### config.mk
export PLATFORM = sky130hd
export DESIGN_NAME = rr_onehot_arbiter_flat
export DESIGN_NICKNAME = d
export VERILOG_FILES = /design/src/rtl/arb_pkg.sv /design/src/rtl/rr_onehot_arbiter_if.sv /design/src/rtl/rr_pick.sv /design/src/rtl/rr_onehot_arbiter.sv /design/src/flat_wrapper.sv
export SDC_FILE = /design/constraint.sdc
export NUM_CORES = 1
export LEC_CHECK = 0
export CORE_ASPECT_RATIO = 1.2
export CORE_MARGIN = 1
export CORE_UTILIZATION = 52
export DETAILED_ROUTE_END_ITERATION = 12
export PLACE_DENSITY_LB_ADDON = 0.08
export RECOVER_POWER = 50
export REMOVE_ABC_BUFFERS = 1
export SYNTH_ARGS = -nofsm -noshare
export SYNTH_HDL_FRONTEND = slang
export SYNTH_SLANG_ARGS = --single-unit
export TNS_END_PERCENT = 20
### constraint.sdc
create_clock -name clk -period 3.24 [get_ports clk]
set_input_delay 0.648 -clock clk [delete_from_list [all_inputs] [get_ports clk]]
set_output_delay 0.648 -clock clk [all_outputs]
set_load 0.03 [all_outputs]
### src/rtl/arb_pkg.sv
// Shared types and helpers for the round-robin one-hot arbiter and its mux checker.
package arb_pkg;

  typedef enum logic {ARB_IDLE, ARB_GRANT} arb_state_t;

  localparam int ARB_N_DEFAULT = 4;

  // Binary index of the set bit in a one-hot vector. Returns 0 for an all-zero vector.
  function automatic int unsigned onehot_to_idx(input logic [31:0] oh);
    int unsigned idx;
    idx = 0;
    for (int i = 0; i < 32; i++) begin
      if (oh[i]) idx = i;
    end
    return idx;
  endfunction

endpackage

### src/rtl/rr_onehot_arbiter_if.sv
// Request/ack/grant bundle between the requesters, the arbiter and the one-hot data mux.
interface rr_onehot_arbiter_if
  import arb_pkg::*;
#(
  parameter int N     = ARB_N_DEFAULT,
  parameter int IDX_W = $clog2(N)
);

  logic [N-1:0]     req;
  logic             ack;
  logic [N-1:0]     grant;
  logic             grant_valid;
  logic [IDX_W-1:0] grant_idx;

  // The arbiter consumes req/ack and owns the grant signals.
  modport master (
    input  req,
    input  ack,
    output grant,
    output grant_valid,
    output grant_idx
  );

  // Requesters and the consumer drive req/ack and watch the grant.
  modport slave (
    output req,
    output ack,
    input  grant,
    input  grant_valid,
    input  grant_idx
  );

endinterface

### src/rtl/rr_pick.sv
// Combinational round-robin picker: first set request bit scanning from i_ptr upward with wrap.
module rr_pick #(
  parameter int N     = 4,
  parameter int IDX_W = $clog2(N)
) (
  input  logic [N-1:0]     i_req,
  input  logic [IDX_W-1:0] i_ptr,
  output logic [N-1:0]     o_pick,
  output logic [IDX_W-1:0] o_pick_idx,
  output logic             o_any
);

  localparam int SUM_W = IDX_W + 1;

  logic [2*N-1:0]   w_dbl;
  logic [N-1:0]     w_rot;
  logic [IDX_W-1:0] w_off;
  logic             w_found;
  logic [SUM_W-1:0] w_sum;

  // Doubling the vector makes a plain right shift act as a rotate, so bit 0 of w_rot is req[ptr].
  assign w_dbl = {i_req, i_req};
  assign w_rot = N'(w_dbl >> i_ptr);

  // Lowest set bit of the rotated vector is the winner's distance from the pointer.
  always_comb begin
    w_off   = '0;
    w_found = 1'b0;
    for (int i = N - 1; i >= 0; i--) begin
      if (w_rot[i]) begin
        w_found = 1'b1;
        w_off   = IDX_W'(i);
      end
    end
  end

  assign w_sum = SUM_W'(i_ptr) + SUM_W'(w_off);

  // Map the offset back to an absolute index modulo N and build the one-hot pick from it.
  always_comb begin
    o_pick_idx = (w_sum >= SUM_W'(N)) ? IDX_W'(w_sum - SUM_W'(N)) : IDX_W'(w_sum);
    o_pick     = w_found ? (N'(1) << o_pick_idx) : '0;
  end

  assign o_any = w_found;

endmodule

### src/rtl/rr_onehot_arbiter.sv
// Round-robin arbiter whose registered one-hot grant drives a one-hot data mux select directly.
module rr_onehot_arbiter
  import arb_pkg::*;
#(
  parameter int N     = ARB_N_DEFAULT,
  parameter int IDX_W = $clog2(N)
) (
  input  logic                clk,
  input  logic                rst_n,
  rr_onehot_arbiter_if.master bus
);

  arb_state_t       r_state;
  arb_state_t       w_state_nxt;
  logic [IDX_W-1:0] r_ptr;
  logic [IDX_W-1:0] w_ptr_nxt;
  logic [N-1:0]     r_grant;
  logic [N-1:0]     w_grant_nxt;
  logic [IDX_W-1:0] r_grant_idx;
  logic [IDX_W-1:0] w_grant_idx_nxt;
  logic             r_grant_valid;
  logic             w_grant_valid_nxt;

  logic [IDX_W-1:0] w_adv_ptr;
  logic [IDX_W-1:0] w_pick_ptr;
  logic [N-1:0]     w_pick;
  logic [IDX_W-1:0] w_pick_idx;
  logic             w_any;

  // An acked transfer hands priority to the requester just after the winner, so the
  // same-edge re-arbitration already scans from the advanced pointer.
  assign w_adv_ptr  = (r_grant_idx == IDX_W'(N - 1)) ? '0 : r_grant_idx + IDX_W'(1);
  assign w_pick_ptr = (r_state == ARB_GRANT && bus.ack) ? w_adv_ptr : r_ptr;

  rr_pick #(
    .N     (N),
    .IDX_W (IDX_W)
  ) u_pick (
    .i_req      (bus.req),
    .i_ptr      (w_pick_ptr),
    .o_pick     (w_pick),
    .o_pick_idx (w_pick_idx),
    .o_any      (w_any)
  );

  // Next state: grant from idle, hold until ack or withdrawal, chain grants without a bubble.
  always_comb begin
    w_state_nxt       = r_state;
    w_ptr_nxt         = r_ptr;
    w_grant_nxt       = r_grant;
    w_grant_idx_nxt   = r_grant_idx;
    w_grant_valid_nxt = r_grant_valid;
    case (r_state)
      ARB_IDLE: begin
        if (w_any) begin
          w_state_nxt       = ARB_GRANT;
          w_grant_nxt       = w_pick;
          w_grant_idx_nxt   = w_pick_idx;
          w_grant_valid_nxt = 1'b1;
        end
      end
      ARB_GRANT: begin
        if (bus.ack) begin
          w_ptr_nxt = w_adv_ptr;
          if (w_any) begin
            w_grant_nxt       = w_pick;
            w_grant_idx_nxt   = w_pick_idx;
            w_grant_valid_nxt = 1'b1;
          end else begin
            w_state_nxt       = ARB_IDLE;
            w_grant_nxt       = '0;
            w_grant_idx_nxt   = '0;
            w_grant_valid_nxt = 1'b0;
          end
        end else if (!bus.req[r_grant_idx]) begin
          w_state_nxt       = ARB_IDLE;
          w_grant_nxt       = '0;
          w_grant_idx_nxt   = '0;
          w_grant_valid_nxt = 1'b0;
        end
      end
      default: begin
        w_state_nxt       = ARB_IDLE;
        w_grant_nxt       = '0;
        w_grant_idx_nxt   = '0;
        w_grant_valid_nxt = 1'b0;
      end
    endcase
  end

  // State, pointer and grant registers; reset clears the mux select without waiting for a clock.
  always_ff @(posedge clk or negedge rst_n) begin
    if (!rst_n) begin
      r_state       <= ARB_IDLE;
      r_ptr         <= '0;
      r_grant       <= '0;
      r_grant_idx   <= '0;
      r_grant_valid <= 1'b0;
    end else begin
      r_state       <= w_state_nxt;
      r_ptr         <= w_ptr_nxt;
      r_grant       <= w_grant_nxt;
      r_grant_idx   <= w_grant_idx_nxt;
      r_grant_valid <= w_grant_valid_nxt;
    end
  end

  assign bus.grant       = r_grant;
  assign bus.grant_idx   = r_grant_idx;
  assign bus.grant_valid = r_grant_valid;

endmodule

### src/flat_wrapper.sv
// flat-port wrapper written by rule: the top's interface ports become plain ports
module rr_onehot_arbiter_flat import arb_pkg::*;
#(
  parameter int N     = ARB_N_DEFAULT,
  parameter int IDX_W = $clog2(N)
)
  (clk, rst_n, bus_req, bus_ack, bus_grant, bus_grant_valid, bus_grant_idx);
  rr_onehot_arbiter_if #(.N(N), .IDX_W(IDX_W)) bus_i ();
  input  logic clk;
  input  logic rst_n;
  input wire logic [$bits(bus_i.req)-1:0] bus_req;
  input wire logic [$bits(bus_i.ack)-1:0] bus_ack;
  output wire logic [$bits(bus_i.grant)-1:0] bus_grant;
  output wire logic [$bits(bus_i.grant_valid)-1:0] bus_grant_valid;
  output wire logic [$bits(bus_i.grant_idx)-1:0] bus_grant_idx;
  assign bus_i.req = bus_req;
  assign bus_i.ack = bus_ack;
  assign bus_grant = bus_i.grant;
  assign bus_grant_valid = bus_i.grant_valid;
  assign bus_grant_idx = bus_i.grant_idx;
  rr_onehot_arbiter #(.N(N), .IDX_W(IDX_W)) u_core (.clk(clk), .rst_n(rst_n), .bus(bus_i));
endmodule
# After elaboration in Yosys (flattened, before gate mapping)
# Index checks and enable logic that the tools add are counted.
word_totals:
  regBits: 10
  out_inout_bits: 7
classes:
  add_sub_neg: 3
  order_cmp: 2
  eq_ne: 3
  n_shift: 2
  mux: 31
  n_bitwise: 1
  n_reduce_logical: 3
op_table:
  columns: ["op", "count"]
  rows:
  - ["$mux 2", 11]
  - ["$mux 4", 4]
  - ["$mux 1", 11]
  - ["$pmux 4 s2", 1]
  - ["$shr 8x2->4", 1]
  - ["$pmux 1 s2", 2]
  - ["$pmux 2 s2", 1]
  - ["$reduce_and 2->1", 2]
  - ["$shl 1x2->4 const A", 1]
  - ["$add 2x2->3", 1]
  - ["$ge 3x3->1 const B", 1]
  - ["$lt 2x3->1 const B", 1]
  - ["$ne 3x3->1 const B", 1]
  - ["$add 2x1->2 const B", 1]
  - ["$bmux 1 s2", 1]
  - ["$eq 2x2->1 const B", 1]
  - ["$ne 2x2->1 const B", 1]
  - ["$sub 2x1->2 const B", 1]
  - ["$logic_and 1x1->1", 1]
  - ["$not 1->1", 1]

# Longest topological paths before layout
# Gate-level depths: netlist of the first run.
logic_depth:
  ltp_word: 15
  mapped_depth: 11
  ltp_nobuf: 11

# Cells and area by module
# From an unflattened synthesis of the first run, not the netlist that was laid out.
hier_totals:
  hier_cells: 99
  area_unflattened_um2: 925.9
by_module_without_submodules:
  columns: ["module", "instances", "cells_per_inst", "area_per_inst_um2"]
  rows:
  - ["rr_onehot_arbiter", 1, 61, 655.6]
  - ["rr_pick", 1, 38, 270.3]

# Worst setup path before layout of the first run
# Ideal clock, no wire load.
synth_path:
  path_type: "reg2reg"
  startpoint: "register u_core.r_grant_idx[0] (netlist: u_core.bus.grant_idx[0])"
  endpoint: "register u_core.r_grant[0] (netlist: u_core.bus.grant[0])"
  setup_ns: 0.110
  t_arrival_ns: 2.364
  required_time_ns: 3.130
  slack_ns: 0.766
  stages_incl_launch_ff: 12
  path_buffers: 0
  period_less_slack_ns: 2.474
  cell_sequence: "dfrtp_1 > ha_1 > and3_4 > nor2_4 > inv_2 > nand3_1 > o211ai_1 > o21a_1 > ha_1 > xnor2_1 > a31oi_1 > o41ai_1"
synth_between:
  elab_chain_cells: 15
  elab_cells_between_ends: 27
  classes_between: "add/sub (3); order compare (1); eq/ne (3); shift (2); mux (17); reduce/logical (1)"
synth_lines:
  columns: ["item", "line_no", "rtl"]
  rows:
  - ["start: declaration", "rr_onehot_arbiter.sv:19", "logic [IDX_W-1:0] r_grant_idx;"]
  - ["start signal: assignment", "rr_onehot_arbiter.sv:103", "r_grant_idx <= w_grant_idx_nxt;"]
  - ["$add 2x1->2 or $eq 2x2->1 (tied branches)", "rr_onehot_arbiter.sv:32", "assign w_adv_ptr = (r_grant_idx == IDX_W'(N - 1)) ? '0 : r_grant_idx + IDX_W'(1);"]
  - ["$mux 2 (*)", "rr_onehot_arbiter.sv:32", null]
  - ["net u_core.w_adv_ptr[1]", "rr_onehot_arbiter.sv:24", "logic [IDX_W-1:0] w_adv_ptr;"]
  - ["$mux 2 (*)", "rr_onehot_arbiter.sv:33", "assign w_pick_ptr = (r_state == ARB_GRANT && bus.ack) ? w_adv_ptr : r_ptr;"]
  - ["$shr 8x2->4", "rr_pick.sv:23", "assign w_rot = N'(w_dbl >> i_ptr);"]
  - ["$mux 2 (4 in series)", "rr_pick.sv:30", "if (w_rot[i]) begin"]
  - ["$add 2x2->3", "rr_pick.sv:37", "assign w_sum = SUM_W'(i_ptr) + SUM_W'(w_off);"]
  - ["$ge 3x3->1 or $sub 2x1->2 (tied branches)", "rr_pick.sv:41", "o_pick_idx = (w_sum >= SUM_W'(N)) ? IDX_W'(w_sum - SUM_W'(N)) : IDX_W'(w_sum);"]
  - ["$mux 2", "rr_pick.sv:41", null]
  - ["$shl 1x2->4", "rr_pick.sv:42", "o_pick = w_found ? (N'(1) << o_pick_idx) : '0;"]
  - ["$mux 4", "rr_onehot_arbiter.sv:65", "if (w_any) begin"]
  - ["$mux 4", "rr_onehot_arbiter.sv:63", "if (bus.ack) begin"]
  - ["$pmux 4 s2", "rr_onehot_arbiter.sv:53", "case (r_state)"]
  - ["end signal: assignment", "rr_onehot_arbiter.sv:102", "r_grant <= w_grant_nxt;"]
  - ["end: declaration", "rr_onehot_arbiter.sv:17", "logic [N-1:0] r_grant;"]
# Mark *: on every way through the listed nets, which the timed path passes. The rest lies on a longest branch. The select of a mux whose other input is x is not followed.
# A chain may end at the register's enable or synchronous reset.

# Worst setup path after layout of the first run
layout_path:
  startpoint: "input bus_ack"
  endpoint: "register u_core.r_grant[3] (netlist: u_core.bus.grant[3])"
layout_between:
  elab_chain_cells: 14
  elab_cells_between_ends: 23
  classes_between: "add/sub (2); order compare (1); eq/ne (2); shift (2); mux (14); reduce/logical (2)"
layout_lines:
  columns: ["item", "line_no", "rtl"]
  rows:
  - ["start: declaration", "flat_wrapper.sv:12", "input wire logic [$bits(bus_i.ack)-1:0] bus_ack;"]
  - ["$logic_and 1x1->1", "rr_onehot_arbiter.sv:33", null]
  - ["$mux 2", "rr_onehot_arbiter.sv:33", null]
  - ["$shr 8x2->4", "rr_pick.sv:23", null]
  - ["$mux 2 (4 in series)", "rr_pick.sv:30", null]
  - ["$add 2x2->3", "rr_pick.sv:37", null]
  - ["$ge 3x3->1 or $sub 2x1->2 (tied branches)", "rr_pick.sv:41", null]
  - ["$mux 2", "rr_pick.sv:41", null]
  - ["$shl 1x2->4", "rr_pick.sv:42", null]
  - ["$mux 4", "rr_onehot_arbiter.sv:65", null]
  - ["$mux 4", "rr_onehot_arbiter.sv:63", null]
  - ["$pmux 4 s2", "rr_onehot_arbiter.sv:53", null]
# Several ways; a longest one is shown, not always the timed one. The select of a mux whose other input is x is not followed.

==> metrics.md, run 1 <==
| Metric | Value |
|---|---|
| CP max FO | `5` |
| Final Cycle Share | `90.7%` |
| Primary FF master, synth | `dfrtp_1` |
| WL met2 | `1130 um` |
| Detailed Route WL | `2320 um` |
| GRT Resource Usage Total | `29.5%` |
| Critical path class | `in2reg` |
| Die Ht | `46.8 um` |
| CTS buffer count | `3` |
| TritonCTS Sinks | `10` |
| Crit path DAT | `3.09 ns` |
| Routed wire per std cell | `17.6 um` |
| Antenna cell count | `0` |
| Maxcap violations | `0` |
| Slew @ Worst Pin | `0.495 ns` |
| Setup crit start | `bus_ack` |
| CP Cell Sequence | `clkdlybuf4s50_1 -> a21boi_1 -> o21ai_0 -> a22oi_1 -> o211ai_1 -> o21a_1 -> ha_1 -> xnor2_1 -> a311oi_2 -> o41ai_1` |
| Setup violators final | `0` |
| Global placer's final weighted congestion | `0.976` |
| CTS tree | `done` |
| Final Max Tran Viols | `0` |
| R2R depth | `9` |
| Layout cell share with drive strength beyond 1 | `18.3%` |
| Max IR drop VDD | `0.472 mV` |
| Via density | `6.92` |
| GRT overflow | `0` |
| Crit. path cell count | `10` |
| Commonest non-fill, non-tap cells in the layout | `12 x nand2_1, 11 x clkdlybuf4s50_1, 10 x dfrtp_1, 6 x nor2_1, 6 x buf_4` |
| Post-CTS Setup Inserts | `0` |
| Worst Setup EP | `u_core.bus.grant[3]` |
| Post-DRT Antenna Nets | `0` |
| EDFF count, synth | `0` |
| CTS Root Cell | `clkbuf_4` |
| CTS resizes | `0` |
| Critical Path RT | `3.39 ns` |
| Routed met1 length | `1030 um` |
| CP Capture Type | `flip-flop` |
| Upper clock frequency limit | `0.340 GHz` |
| Outcome | `completed` |
| Area Overhead vs Synth | `23.2%` |
| Clk_lat worst skew | `0.26 ns` |
| Number of synthesized register bits | `10` |
| Via count | `914` |
| DP Area | `1030 um2` |
| Buffers & Inverters on Critical Path | `1` |
| Max_slew headroom | `66.9%` |
| Die X | `39.3 um` |
| Fin. Hold Viols | `0` |
| Critical-path top delay cell | `clkdlybuf4s50_1` |
| Unrepaired setup endpoints after global routing | `false` |
| Largest stage delay, worst path | `0.46 ns` |
| Pleak | `0.000436 uW` |
| FP Rows | `15` |
| Core Util, Final | `71.3%` |
| Delay-heaviest family, CP | `compound AO/OA/AOI/OAI gates` |
| Routed length on met3 | `142 um` |
| Clk buf depth | `2` |
| Asr flop ratio synth | `100%` |
| Vias in the first global route | `842` |
| Initial antenna violation count | `0` |
| Synth cell types | `44` |
| Most common cell after layout, fill and taps aside | `nand2_1` |
| Worst setup SP type | `input pin` |
| Clock Skew | `0.00293 ns` |
| Largest net degree at the start of global routing | `14` |
| Power Density | `902 nW/um2` |
| DR top layer | `met4` |
| Synth Cell Area | `868 um2` |
| Final min period | `2.94 ns` |
| Core Area | `1500 um2` |
| Min-delay worst type | `reg2reg` |
| Initial Utilization | `57.8%` |
| # IOs | `14` |
| Die area | `1840 um2` |
| Post-CTS Hold Fix Bufs | `0` |
| Reg-to-reg critical path startpoint | `u_core.r_state` |
| Port-buffer cells | `13` |
| Post-Layout Inst Area | `1070 um2` |
| Avg Inst Size Synth | `8.95 um2` |
| Max H-tree Level | `1` |
| Pwr Total | `965 uW` |
| First-pass iteration count of the detailed router | `4` |
| Nets | `125` |
| Flop2flop setup slack | `0.56 ns` |
| Detailed Route Iter0 Violations | `55` |
| DPL Wire Length | `1730 um` |
| First-pass GRT wire length | `3710 um` |
| Reg clk slew, reported paths | `0.07 ns` |
| Reg-to-reg critical path endpoint | `u_core.bus.grant[3]` |
| Post-Synthesis Cells | `97` |
| DRC violations left | `0` |
| Sequential area share after synthesis | `28.8%` |
| Yosys warns | `0` |
| Setup TNS | `0 ns` |
## stage by stage
| step | hold WS, ns | std cells | setup WS [ns] |
|---|---|---|---|
| after global placement | 0.463 | 128 | 0.133 |
| after global routing | 0.534 | 132 | 0.0955 |
| after detailed placement | 0.464 | 128 | 0.0876 |
| after floorplan | 0.352 | 92 | 0.772 |
| after CTS | 0.488 | 132 | 0.337 |
| final | 0.475 | 132 | 0.302 |
## cells by family after synthesis
kind of cell             synth area share (%)
AO/OA/AOI/OAI                            36.0
AND/OR/NAND/NOR                          21.9
buffers and inverters                    5.76
flip-flops                               28.8
XOR/XNOR                                 2.02
adder cells (fa/ha/maj)                  2.88
multiplexers                             2.59
## worst min path at each step
| stage | start | end | slack (ns) | depth (start not counted) |
|---|---|---|---|---|
| 6_report | u_core.bus.grant[1] | u_core.bus.grant[1] | 0.47 | 2 |
| 5_1_grt | u_core.bus.grant[1] | u_core.bus.grant[1] | 0.53 | 2 |
| 4_1_cts | u_core.bus.grant[1] | u_core.bus.grant[1] | 0.49 | 2 |
| 3_5_place_dp | u_core.bus.grant[1] | u_core.bus.grant[1] | 0.46 | 2 |
| 3_3_place_gp | u_core.bus.grant[0] | u_core.bus.grant[0] | 0.46 | 2 |
| 2_1_floorplan | rst_n | u_core.bus.grant[0] | 0.35 | 0 |
## synthesized netlist by cell type (2+ instances only)
| cell type | n | area, um2 |
|---|---|---|
| o221ai_1 | 3 | 26.3 |
| nor2_1 | 6 | 22.5 |
| a21oi_1 | 3 | 15.0 |
| o41ai_1 | 4 | 35.0 |
| nor2b_1 | 2 | 12.5 |
| dfrtp_1 | 10 | 250 |
| o22ai_1 | 3 | 18.8 |
| a31oi_1 | 3 | 18.8 |
| clkbuf_1 | 2 | 7.51 |
| a211o_1 | 2 | 17.5 |
| xnor2_1 | 2 | 17.5 |
| o21ai_0 | 5 | 25.0 |
| ha_1 | 2 | 25.0 |
| a21boi_1 | 2 | 15.0 |
| o211ai_1 | 2 | 15.0 |
| and4bb_2 | 2 | 25.0 |
| nand2_1 | 12 | 45.0 |
| nand3_1 | 3 | 15.0 |
| inv_1 | 4 | 15.0 |
## metal layers
metal  track usage (%)  vias up
met1              37.4      444
met3              5.21        4
li1                  -      421
met4              11.7        0
met2              49.3       45
met5                 0        -
## report_power, final
group | leakage [uW] | switching, uW | total [uW] | internal, uW
combinational | 0.000292 | 355 | 628 | 272
sequential | 0.000123 | 51.1 | 225 | 174
clock | 0.0000210 | 43.7 | 112 | 68.1
total | 0.000436 | 450 | 965 | 514
## final cells by class
type                    count  area [um2]
inverters                   5        18.8
multi-input cells          77         568
repair buffers             19         175
fillers                   128         432
well taps                  17        21.3
flip-flops and latches     10         250
clock buffers               4        36.3
## worst register-to-register path, delay by kind of cell (launching register included)
family | cells | cell delay (ns)
AOI/OAI and AO/OA | 7 | 1.54
adders and majority gates | 1 | 0.21
DFF | 1 | 0.53
xor gates and xnor gates | 1 | 0.28
## sequential cells by signal (all words and copies together), names as in the netlist
| name | cells |
|---|---|
| u_core.bus.grant_idx | 2 |
| u_core.bus.grant_valid | 1 |
| u_core.r_state | 1 |
| u_core.bus.grant | 4 |
| u_core.r_ptr | 2 |
Power figures use the tool's default switching activity.
==> run 2, diff against run 1 <==
Settings changed: GPL_ROUTABILITY_DRIVEN from default to 0.
==> run 2 against run 1 <==
Compared with the run above: die area is the same; clock-buffer cell count stayed put; via count decreased by 1.3%; critical path type unchanged; hold slack better by 0.0083 ns; clock power up 9%; highest routed layer unchanged; worst setup slack got worse by 0.025 ns; largest power group unchanged; sequential share of layout area increased by 0.25 points; fmax down 0.83%.
==> metrics.md, run 2 (synthesized netlist as in run 1, its figures left out) <==
| Metric | Value |
|---|---|
| Outcome | `completed` |
| DPL Wire Length | `1620 um` |
| Internal power component | `505 uW` |
| Core Util, Final | `70.5%` |
| Routed wire per std cell | `16.9 um` |
| First-pass GRT wire length | `3500 um` |
| Via count | `902` |
| Critical path class | `in2reg` |
| Initial antenna violation count | `0` |
| Initial Utilization | `57.8%` |
| Max_slew headroom | `69.0%` |
| Final min period | `2.96 ns` |
| Post-DRT Antenna Nets | `0` |
| # IOs | `14` |
| Die X | `39.3 um` |
| Min-Delay Startpoint | `u_core.bus.grant[1]` |
| Critical Path RT | `3.40 ns` |
| CP Capture Type | `flip-flop` |
| CTS Root Cell | `clkbuf_4` |
| Clk_lat worst skew | `0.29 ns` |
| Die area | `1840 um2` |
| Clk buf depth | `2` |
| Max reg flops | `4` |
| Nets | `124` |
| Vias in the first global route | `792` |
| Final Cycle Share | `91.4%` |
| R2R depth | `11` |
| Worst setup SP type | `input pin` |
| Detailed Route WL | `2210 um` |
| CP max FO | `5` |
| Pleak | `0.000426 uW` |
| Min-delay worst type | `reg2reg` |
| Crit path DAT | `3.12 ns` |
| Largest net degree at the start of global routing | `14` |
| Seq pwr share | `23.4%` |
| Power Density | `900 nW/um2` |
| Max IR drop VDD | `0.483 mV` |
| Fillers | `124` |
| Setup violators final | `0` |
| Fin. Hold Viols | `0` |
| Final Max Tran Viols | `0` |
| Setup TNS | `0 ns` |
| Max H-tree Level | `1` |
| Port-buffer cells | `13` |
| Combinational Power Share | `63.8%` |
| Hold Path Cell Cnt | `2` |
| Layout cell share with drive strength beyond 1 | `16.7%` |
| Cells after DPL | `127` |
| CTS resizes | `0` |
| Reg clk slew, reported paths | `0.07 ns` |
| CTS buffer count | `3` |
| Post-CTS Setup Inserts | `0` |
| Core Area | `1500 um2` |
| Delay-heaviest family, CP | `compound AO/OA/AOI/OAI gates` |
| Antenna cell count | `0` |
| Clock power share | `12.8%` |
| TritonCTS Sinks | `10` |
| CP Cell Sequence | `clkdlybuf4s50_1 -> a21boi_1 -> o21ai_0 -> a22oi_1 -> o211ai_1 -> o21a_1 -> ha_1 -> xnor2_1 -> a311oi_2 -> o41ai_1` |
| Clock Skew | `0.0108 ns` |
| Final cell count without fillers | `131` |
| Die Ht | `46.8 um` |
| Unrepaired setup endpoints after global routing | `false` |
| Reg-to-reg critical path endpoint | `u_core.bus.grant[3]` |
| Sw frac | `46.9%` |
| Via density | `6.89` |
| Reg-to-reg critical path startpoint | `u_core.bus.grant_idx[0]` |
| Flop2flop setup slack | `0.54 ns` |
| Maxcap violations | `0` |
| Detailed Route Iter0 Violations | `28` |
| FP Rows | `15` |
| Worst hold endpoint | `u_core.bus.grant[1]` |
| First-pass iteration count of the detailed router | `4` |
| GRT overflow | `0` |
| Upper clock frequency limit | `0.338 GHz` |
| Critical-path top delay cell | `clkdlybuf4s50_1` |
| Slew @ Worst Pin | `0.464 ns` |
| GRT Resource Usage Total | `27.9%` |
| Net Sw Power | `447 uW` |
| DRC violations left | `0` |
| Area Overhead vs Synth | `21.9%` |
| Largest stage delay, worst path | `0.48 ns` |
| Commonest non-fill, non-tap cells in the layout | `12 x nand2_1, 12 x clkdlybuf4s50_1, 10 x dfrtp_1, 6 x nor2_1, 5 x o21ai_0` |
| Buffers & Inverters on Critical Path | `1` |
| Post-CTS Hold Fix Bufs | `0` |
| CTS tree | `done` |
==> run 2: per-stage QoR <==
step                      setup WS [ns]  power, uW  instance area, um2  hold WS, ns
after floorplan                   0.772        643                 837        0.352
after detailed placement         0.0575        819                1030        0.468
after global routing             0.0229       1010                1060        0.498
final                             0.277        953                1060        0.483
after global placement            0.140        806                1030        0.463
after CTS                         0.270        943                1060        0.484
==> run 2: cell type report <==
cell class	instances	area, um2	share of cell area (%)
multi-input cells	77	568	53.7
well taps	17	21.3	2.01
clock buffers	4	36.3	3.43
flip-flops and latches	10	250	23.6
repair buffers	18	164	15.5
inverters	5	18.8	1.77
==> run 2: worst max-delay path by stage <==
stage | startpoint | end | cells past startpoint
finish | bus_ack | u_core.bus.grant[3] | 10
global route | bus_ack | u_core.bus.grant[3] | 10
CTS | bus_ack | u_core.bus.grant[3] | 10
detailed placement | bus_ack | u_core.bus.grant[3] | 10
global placement | bus_ack | u_core.bus.grant[3] | 10
floorplan | u_core.bus.grant_idx[0] | u_core.bus.grant[0] | 11
==> run 2: worst min-delay path: cells and delay by family, from the launching register on <==
family | cells | cell delay (ns)
flip-flops | 1 | 0.34
AND/OR/NAND/NOR | 1 | 0.05
AO/OA/AOI/OAI | 1 | 0.05
==> run 2: power groups by stage <==
stage	clock network, uW	registers (uW)	logic [uW]
after detailed placement	0	225	593
after floorplan	0	272	370
after CTS	119	223	602
final	122	223	608
after global routing	124	228	659
after global placement	0	222	584
==> run 2: metal layers <==
| layer | share of wire (%) | wire [um] | vias up | GRT usage [%] |
|---|---|---|---|---|
| met2 | 44 | 970 | 42 | 41.0 |
| met3 | 5.3 | 117 | 14 | 3.79 |
| met4 | 5.7 | 125 | 0 | 21.4 |
| met1 | 45 | 996 | 430 | 36.9 |
| li1 | - | - | 416 | - |
| met5 | 0 | 0 | - | 0 |
==> patch, RTL diff (config.mk and constraints of run 1) <==
`ARB_N_DEFAULT`: 4 -> 8.
--- a/src/rtl/arb_pkg.sv
+++ b/src/rtl/arb_pkg.sv
@@ -3,7 +3,7 @@
 
   typedef enum logic {ARB_IDLE, ARB_GRANT} arb_state_t;
 
-  localparam int ARB_N_DEFAULT = 4;
+  localparam int ARB_N_DEFAULT = 8;
 
   // Binary index of the set bit in a one-hot vector. Returns 0 for an all-zero vector.
   function automatic int unsigned onehot_to_idx(input logic [31:0] oh);
Interface: changed (resized bus_grant, bus_grant_idx and bus_req); port bits go from 14 to 23. The function was not compared with the original's and may differ.
==> patch against run 1 <==
  * The run now ends with negative setup slack left
  * Fmax decreased by 17%
  * Hold slack improved by 20 ps
  * Final area increased by 110%
  * Clock skew barely moved
  * Cell count up 91%
  * Sequential cell count is 6 higher
  * Sequential share of layout area decreased by 6.0 points
  * First-iteration DRC count increased by 150%
  * Area after synthesis rose by 58%
  * Routed wire length increased to 2.5 times the old value
  * Largest cell class unchanged
  * Setup slack worse by 620 ps
Power is left out: the tool's default activity adds up to more than one toggle a clock period on the data nets, which glitch-free logic cannot reach.
==> patch: results (changes against run 1) <==
[synth]
synth_xor_area_share_pct = 1.276  ; -0.74 points
synthAdderAreaFrac_pct = 4.011  ; +1.1 points
synthTopCellsByCount = nand2_1, dfrtp_1, mux2i_1, nor2_1, o21ai_0
synth_seq_area_share_pct = 29.17  ; +0.35 points
yosys_warnings = 0  ; unchanged
synthMuxAreaShare_pct = 19.78  ; +17 points
postSynth.asyncResetShare_pct = 100.0  ; unchanged
synth_compound_area_share_pct = 23.06  ; -13 points
ys_types = 52  ; +18%
synthTopCellsByArea = dfrtp_1, mux2i_1, nand2_1

[sta]
clock-skew-final_ps = 3.052  ; +0.1238 ps
fin_setup_tns_ps = -2582  ; -2582 ps
worst_pin_slew_ps = 721.9  ; +227.0 ps
setup_viol = 9  ; +9
fin_ws_ps = -320.9  ; -622.9 ps

[global_routing]
grt_pass1_wl_um = 7714  ; +110%
grt_usage_pct = 37.32  ; +7.9 points
grt_max_degree = 17  ; +3
antenna_found_initial = 0  ; unchanged
grt_pass1_vias = 1613  ; +92%

[finish]
largest_reg_flops = 8  ; +4
n_antenna_cell = 0  ; unchanged
nNetsFinal = 234  ; +87%
num-fill-cells = 108  ; -16%
drive_gt1_share_pct = 50.68  ; +32 points

[route]
via_per_inst = 6.766  ; -2.3%
drt-total-wl_um = 5835  ; +150%
first_pass_iters = 5  ; +1
drt_iter0_markers = 136  ; +150%

[clocking]
h-tree-depth = 1  ; unchanged
cts_buffer_depth = 2  ; unchanged
clk_latency_ps = 300  ; +40 ps
clk_pin_slew_worst_paths_ps = 100  ; +30 ps

[outcome]
violations = negative setup slack
status = finished with violations

[worst_setup_path]
crit_fanout = 4  ; -1
max_stage_delay_ps = 500  ; +40 ps
worstPathArrival_ps = 3760  ; +670 ps
cp_slowest_cell = a2111o_2

[place]
post-dp-hpwl_um = 3243  ; +88%
port_buffers = 22  ; +9
globalplace.congestion = 0.9848  ; +0.86%
place_area_um2 = 1974  ; +91%

==> patch: changes by cell type after synthesis, moves of 4 or more <==
cell / before / now
nand4b_1: 0 / 4
nand2_1: 12 / 18
mux2i_1: 0 / 13
o2111ai_1: 0 / 4
dfrtp_1: 10 / 16
a32o_1: 0 / 5
==> patch: final cells by class <==
| type | count | share of cell area, % |
|---|---|---|
| multi-input combinational | 114 | 48.94 |
| timing repair buffer | 79 | 28.77 |
| sequential | 16 | 17.44 |
| tap | 33 | 1.798 |
| clock buffer | 4 | 1.580 |
| inverter | 5 | 1.144 |
| timing repair inverter | 1 | 0.3270 |
==> patch: worst paths after layout <==
kind | start | endpoint | cells after the start
worst max-delay path | u_core.bus.grant_idx[1]$_DFFE_PN0P_ | u_core.bus.grant[5]$_DFFE_PN0P_ | 13
worst min-delay path | u_core.bus.grant_valid$_DFFE_PN0P_ | u_core.bus.grant_valid$_DFFE_PN0P_ | 2
worst max register to register | u_core.bus.grant_idx[1]$_DFFE_PN0P_ | u_core.bus.grant[5]$_DFFE_PN0P_ | 13
worst min register to register | u_core.bus.grant_valid$_DFFE_PN0P_ | u_core.bus.grant_valid$_DFFE_PN0P_ | 2
max in group asynchronous | rst_n | u_core.bus.grant_idx[2]$_DFFE_PN0P_ | 1
min in group asynchronous | rst_n | u_core.bus.grant[2]$_DFFE_PN0P_ | 1
==> patch: kinds of logic after synthesis <==
family          count (synthesis)
compound gates                 38
xor+xnor                        2
fa+ha+maj                       4
buf+inv                         8
flops                          16
mux                            21
simple gates                   49
==> patch: critical path: cells and delay by family, from the launching register on <==
family	cells	cell delay [ps]
AOI/OAI and AO/OA	5	1350
adders and majority gates	2	760
buffers and inverters	2	310
DFF	1	430
and+or+nand+nor	4	600
==> patch: layer usage <==
layer | routed length (µm) | track usage, %
met5 | 0 | 0
met1 | 1952 | 41.08
met2 | 2874 | 70.44
met4 | 507 | 20.59
met3 | 501 | 3.412
==> patch: repair_timing <==
action	in CTS	in global routing
cloned	1	0
endpoints found under the setup margin	12	10
buffers inserted	8	2
gates resized for setup	22	29
pin swaps	13	7
==> patch: stage by stage <==
stage          instances  util, %  setup WS, ps  hold slack, ps
6_report             252    90.84        -320.9           494.4
5_1_grt              252    90.84        -657.4           515.5
4_1_cts              251    86.04        -194.6           499.2
3_5_place_dp         238    78.12        -942.0           470.2
3_3_place_gp         238    78.12        -793.1           459.2
2_1_floorplan        135        -        -663.8           352.4
